### src/rtl/aud_pwm_stream.sv
// Buffered PWM audio player: pushes fill a FIFO, and one sample is popped per 2^DATA_WIDTH-tick period.
// The output is decoded from registers with no pipeline latency. s_ready drops only while the FIFO is full.
module aud_pwm_stream #(
  parameter int DATA_WIDTH = 8,
  parameter int FIFO_DEPTH = 16,
  parameter int DIV_WIDTH  = 16
) (
  input  logic                        clk,
  input  logic                        resetn,
  input  logic                        enable,
  input  logic [DIV_WIDTH-1:0]        div,
  input  logic                        s_valid,
  input  logic [DATA_WIDTH-1:0]       s_data,
  output logic                        s_ready,
  input  logic                        underrun_clr,
  output logic                        aud_pwm,
  output logic                        busy,
  output logic                        underrun,
  output logic [$clog2(FIFO_DEPTH):0] level
);
  localparam int AW = $clog2(FIFO_DEPTH);
  localparam int LW = AW + 1;
  localparam logic [LW-1:0]         DEPTH_L  = LW'(FIFO_DEPTH);
  localparam logic [DATA_WIDTH-1:0] CNT_MAX  = {DATA_WIDTH{1'b1}};
  localparam logic [DATA_WIDTH-1:0] MIDSCALE = {1'b1, {(DATA_WIDTH-1){1'b0}}};

  typedef enum logic {ST_IDLE, ST_PLAY} state_t;

  state_t                state_q, state_d;
  logic [DATA_WIDTH-1:0] cnt_q, cnt_d;
  logic [DIV_WIDTH-1:0]  presc_q, presc_d;
  logic [DATA_WIDTH-1:0] duty_q, duty_d;
  logic [AW-1:0]         wr_ptr_q, wr_ptr_d;
  logic [AW-1:0]         rd_ptr_q, rd_ptr_d;
  logic [LW-1:0]         level_q, level_d;
  logic                  underrun_q, underrun_d;
  logic [DATA_WIDTH-1:0] mem_q [FIFO_DEPTH];

  logic push;
  logic pop;
  logic tick;

  assign s_ready  = (level_q < DEPTH_L);
  assign push     = s_valid && s_ready;
  assign tick     = (state_q == ST_PLAY) && (presc_q >= div);
  assign busy     = (state_q == ST_PLAY);
  assign aud_pwm  = busy && (cnt_q < duty_q);
  assign underrun = underrun_q;
  assign level    = level_q;

  always_comb begin
    state_d    = state_q;
    cnt_d      = cnt_q;
    presc_d    = '0;
    duty_d     = duty_q;
    pop        = 1'b0;
    // A set on the same cycle as a clear wins because it is applied last.
    underrun_d = underrun_q && !underrun_clr;
    case (state_q)
      ST_IDLE: begin
        if (enable && (level_q != '0)) begin
          state_d = ST_PLAY;
          pop     = 1'b1;
          cnt_d   = '0;
        end
      end
      ST_PLAY: begin
        presc_d = tick ? '0 : presc_q + DIV_WIDTH'(1);
        if (tick) begin
          cnt_d = cnt_q + DATA_WIDTH'(1);
          if (cnt_q == CNT_MAX) begin
            if (!enable) begin
              state_d = ST_IDLE;
            end else if (level_q != '0) begin
              pop = 1'b1;
            end else begin
              duty_d     = MIDSCALE;
              underrun_d = 1'b1;
            end
          end
        end
      end
      default: state_d = ST_IDLE;
    endcase
    if (pop) duty_d = mem_q[rd_ptr_q];
  end

  always_comb begin
    wr_ptr_d = push ? wr_ptr_q + AW'(1) : wr_ptr_q;
    rd_ptr_d = pop  ? rd_ptr_q + AW'(1) : rd_ptr_q;
    level_d  = level_q + LW'(push) - LW'(pop);
  end

  always_ff @(posedge clk or negedge resetn) begin
    if (!resetn) begin
      state_q    <= ST_IDLE;
      cnt_q      <= '0;
      presc_q    <= '0;
      duty_q     <= '0;
      wr_ptr_q   <= '0;
      rd_ptr_q   <= '0;
      level_q    <= '0;
      underrun_q <= 1'b0;
    end else begin
      state_q    <= state_d;
      cnt_q      <= cnt_d;
      presc_q    <= presc_d;
      duty_q     <= duty_d;
      wr_ptr_q   <= wr_ptr_d;
      rd_ptr_q   <= rd_ptr_d;
      level_q    <= level_d;
      underrun_q <= underrun_d;
    end
  end

  // Sample storage needs no reset; the pointers and level define validity.
  always_ff @(posedge clk) begin
    if (push) mem_q[wr_ptr_q] <= s_data;
  end

endmodule

### config.mk
export PLATFORM = sky130hd
export DESIGN_NAME = aud_pwm_stream
export DESIGN_NICKNAME = d
export VERILOG_FILES = /design/src/rtl/aud_pwm_stream.sv
export SDC_FILE = /design/constraint.sdc
export NUM_CORES = 1
export LEC_CHECK = 0
export CORE_MARGIN = 2
export CORE_UTILIZATION = 40
export CTS_CLUSTER_SIZE = 16
export DETAILED_ROUTE_END_ITERATION = 8
export SLEW_MARGIN = 5
export SYNTH_ARGS = -nofsm -noshare
export SYNTH_HDL_FRONTEND = slang
export SYNTH_SLANG_ARGS = --single-unit
### constraint.sdc
create_clock -name clk -period 2.7 [get_ports clk]
set_input_delay 0.81 -clock clk [delete_from_list [all_inputs] [get_ports clk]]
set_output_delay 0.81 -clock clk [all_outputs]
set_load 0.02 [all_outputs]
# Word-level counts from Yosys, hierarchy flattened
# Memory sizes are Yosys's and may differ from the RTL's.
# Index checks and enable logic that the tools add are counted.
# op_classes
eq_ne	4
n_addsub	6
mux	28
n_reduce_logical	13
bitwise	1
order_cmp	3
# op_table
operator	n
two-way mux 8 bit	8
two-way mux 16 bit	2
adder 16 x 1 -> 16 bit (second input constant)	1
greater-or-equal comparator 16 bit	1
one-hot mux 8 bit (2 select lines)	1
two-way mux 1 bit	15
adder 4 x 1 -> 4 bit (second input constant)	2
adder 8 x 1 -> 8 bit (second input constant)	1
== test 8 bit (second input constant)	1
less-than comparator 8 bit	1
nonzero test 2 bit	4
adder 5 x 1 -> 5 bit	1
logical AND 1 bit	5
less-than comparator 5 bit (second input constant)	1
AND reduction 5 bit	1
nonzero test 5 bit	1
subtractor 5 x 1 -> 5 bit	1
inequality test 2 bit (second input constant)	2
one-hot mux 1 bit (2 select lines)	2
inequality test 2 x 1 -> 1 bit (second input constant)	1
AND reduction 2 bit	1
logical NOT 1 bit	1
NOT 1 bit	1
# word_totals
ram_bits	128
memories	1
elab_cells	64
output_inout_bits	9
ff_bits	47
# memory_table
name	words	word_bits	rd	rd_clocked_by_memory_dff	wr	line	text
mem_q	16	8	1	0	1	37	logic [DATA_WIDTH-1:0] mem_q [FIFO_DEPTH];

# Longest topological paths before layout
# depth
word_depth	8
mapped_depth	15
ltp_nobuf	15

# Worst setup path before layout
# Ideal clock, no wire load.
# synth_timing
kind	input to register
start	in div[9]
end	reg level_q[4], in the netlist level[4]
slack_ps	-780
arrival_time_ps	3357
path_buffers	0
stages	14
setup_time_ps	123
cell_sequence	inv_1 ha_1 a21o_1 a221o_1 a31oi_1 a31oi_4 ha_1 inv_1 ha_1 fa_1 a21oi_1 nor2_1 nor2_1 xnor2_1
# synth_between
elab_chain_len	5
# synth_rtl
element	line	text
start, declared	11	input logic [DIV_WIDTH-1:0] div,
greater-or-equal comparator 16 bit	45	assign tick = (state_q == ST_PLAY) && (presc_q >= div);
logical AND 1 bit	45	
two-way mux 1 bit	69	if (tick) begin
one-hot mux 1 bit (2 select lines)	59	case (state_q)
named net pop	40	logic pop;
subtractor 5 x 1 -> 5 bit	91	level_d = level_q + LW'(push) - LW'(pop);
named net level_d[4]	35	logic [LW-1:0] level_q, level_d;
end signal, assigned	111	level_q <= level_d;
end, declared	35	
# The timed path passes the listed nets, and every way through them passes these cells.
# A chain may end at the register's enable or synchronous reset.

# Final worst setup path
# Same ends and word-level chain as after synthesis.

==> impl_metrics.ini <==
[cts]
root_buffer = clkbuf_16
hold_buffers = 0
cts_tree = yes
cts_buffers = 17
cts.reportedPaths.clkPinSlew_ns = 0.07
ctsHtreeMaxLevel = 4
cts_buffer_depth = 2
clock_latency_ns = 0.44
clkSinkCount = 175

[final_layout]
final_common_cell = edfxtp_1
area_growth_pct = 28.7
final_cell_mix = 128 x edfxtp_1, 77 x buf_4, 46 x dfrtp_1
antennaDiodeCount = 0
drive_above_1_share_pct = 35.2
instances_no_fill = 922
final_nets = 710
fin_util_pct = 52.2

[critical_path]
worstPathBufferInverterCount = 3
cp_common_cell = ha_4
required_ns = 3.06
critPathCaptureType = flip-flop
worst-setup-path-type = input port to flip-flop
critPathMaxFanout = 2
cpPeakStageDelay_ns = 0.38
start_kind = input port
crit_arrival_ns = 3.29
crit_chain = buf_6 -> inv_4 -> ha_4 -> a21o_1 -> a221o_1 -> a31oi_4 -> a31oi_4 -> ha_4 -> inv_2 -> ha_4 -> fa_2 -> a21oi_2 -> nor2_1 -> nor2_1 -> xnor2_1
slowest_stage = a221o_1
cp_top_family = compound AO/OA/AOI/OAI gates

[grt]
gr-total-overflow = 0
grtUsageTotal_pct = 17.4
grt_pass1_wl_mm = 26.6
antenna_found_initial = 0
grt_max_degree = 25
grt_pass1_vias = 5015

[sta]
post-route-period-util_pct = 109
setup_viol = 4
finalWorstSetupSlack_ns = -0.231
slew_headroom_pct = 49.1
worstMarginPinSlew_ns = 0.764
slew_viol_final = 0
hold_viol_final = 0
fmax_ghz = 0.341
tns_ns = -0.497
fin_skew_ns = 0.0103
rsz0062_at_grt = yes
finalCriticalPeriod_ns = 2.93

[synth]
syn_area_sq_um = 7850
synth_nets = 591
yosysSeqAreaShare_pct = 64.0
syn_inst = 525
synth-edff-count = 128
synth.distinct_cells = 56
synth-async-reset-ratio_pct = 26.9
yosys_warnings = 0
synth.avg_cell_area_sq_um = 15.0
synth_ff_type = edfxtp_1
ys_seq_elements = 175

[placed_design]
placedCellCount = 881
port_buffers = 37
hpwl_mm = 11.4
gp_routability_congestion = 0.833

[status]
violations = setup timing
status = finished, violations left

[route]
wl_per_cell_microns = 17.9
route.detailed.drc = 0
first_pass_iters = 5
drt_iter0_drc = 306
vias = 4720
wl_mm = 16.5
antenna_left = 0
viasPerCell = 5.12

[floorplanning]
start_util_pct = 40.6
core-area_sq_um = 19300
die-height_microns = 144
pin_count = 38
dieArea_sq_um = 20800
fp.dieW_microns = 144
rows = 51

[power_and_ir_drop]
power_density_nw_per_um2 = 765
cellLeakagePower_nw = 3.89
ir_drop_mv = 0.524
power_mw = 7.73

[hold_path]
hold_class = input port to asynchronous set/reset pin

[flow_run]
cap_violations = 0
layer usage:
layer / wire length (microns) / track usage, % / share of wire [%]
met1: 6870 / 21.1 / 42
met2: 8580 / 30.7 / 52
met3: 789 / 4.04 / 4.8
met4: 274 / 5.42 / 1.7
met5: 0 / 0 / 0
cell type report:
cell class                      count  area (sq um)
Clock buffer                       17           425
Clock inverter                     15           188
Inverter                           36           155
Tap cell                          265           332
Fill cell                        1612          9230
Timing Repair Buffer              121          1020
Sequential cell                   175          5020
Multi-Input combinational cell    293          2960
cell families after synthesis:
kind of cell / Yosys count / synth area share, %
xor gates and xnor gates: 24 / 2.68
muxes: 46 / 11.2
DFF: 175 / 64.0
adders and majority gates: 37 / 5.99
buffers and inverters: 57 / 2.92
AOI/OAI and AO/OA: 59 / 5.37
and+or+nand+nor: 127 / 7.89
state kept, by name, summed over array words and instances, names as in the netlist:
name      flops
duty_q        8
underrun      1
level         5
wr_ptr_q      4
presc_q      16
mem_q       128
busy          1
cnt_q         8
rd_ptr_q      4
power by group:
| group | leakage [nW] | internal, mW | switching, mW | total [mW] |
|---|---|---|---|---|
| Clock | 0.303 | 1.34 | 1.16 | 2.50 |
| Sequential | 1.74 | 3.16 | 0.186 | 3.35 |
| Combinational | 1.85 | 0.958 | 0.920 | 1.88 |
through the flow:
stage,worst slack (ns),hold WS (ns),instance area (sq um)
2_1_floorplan,-0.596,0.466,8030
3_3_place_gp,-1.13,0.489,9240
3_5_place_dp,-1.21,0.492,9240
4_1_cts,-0.202,0.378,10100
5_1_grt,-0.301,0.405,10100
6_report,-0.231,0.374,10100
cell usage after synthesis (all sizes together) (2+ instances only):
master / instances / area, sq um
ha: 36 / 450
dfrtp: 47 / 1180
or2: 2 / 15.0
buf: 10 / 52.6
or3: 3 / 23.8
xnor2: 11 / 96.3
inv: 36 / 135
nor3: 9 / 45.0
a21o: 4 / 30.0
and3: 4 / 25.0
nand4: 5 / 37.5
edfxtp: 128 / 3840
nand3: 9 / 45.0
clkbuf: 11 / 41.3
nand2: 36 / 138
a31oi: 2 / 27.5
mux4: 33 / 743
nand2b: 4 / 25.0
nor2b: 10 / 62.6
nor2: 37 / 141
a22o: 7 / 61.3
o211ai: 2 / 15.0
a211oi: 9 / 67.6
mux2i: 12 / 120
a21oi: 16 / 80.1
nor4: 3 / 18.8
o21ai: 7 / 35.0
xor2: 13 / 114
what timing repair did:
item                                    in CTS  in global routing
pin swaps                                   42                 10
endpoints found under the setup margin      17                 37
setup buffers                                7                  5
hold endpoints to repair                     0                  0
gates resized for setup                    107                  8
worst paths after layout:
| check | start | depth (start not counted) | end | slack (ns) |
|---|---|---|---|---|
| max in group asynchronous | resetn | 2 | presc_q[4] | 1.77 |
| worst max register to register | presc_q[9] | 13 | level[4] | -0.20 |
| worst max-delay path | div[9] | 15 | level[4] | -0.23 |
| worst min register to register | duty_q[2] | 1 | duty_q[2] | 0.51 |
| min in group clk | duty_q[2] | 1 | duty_q[2] | 0.51 |
| worst min-delay path | resetn | 1 | presc_q[6] | 0.37 |
Note: power is estimated with default switching activity, not from simulation.
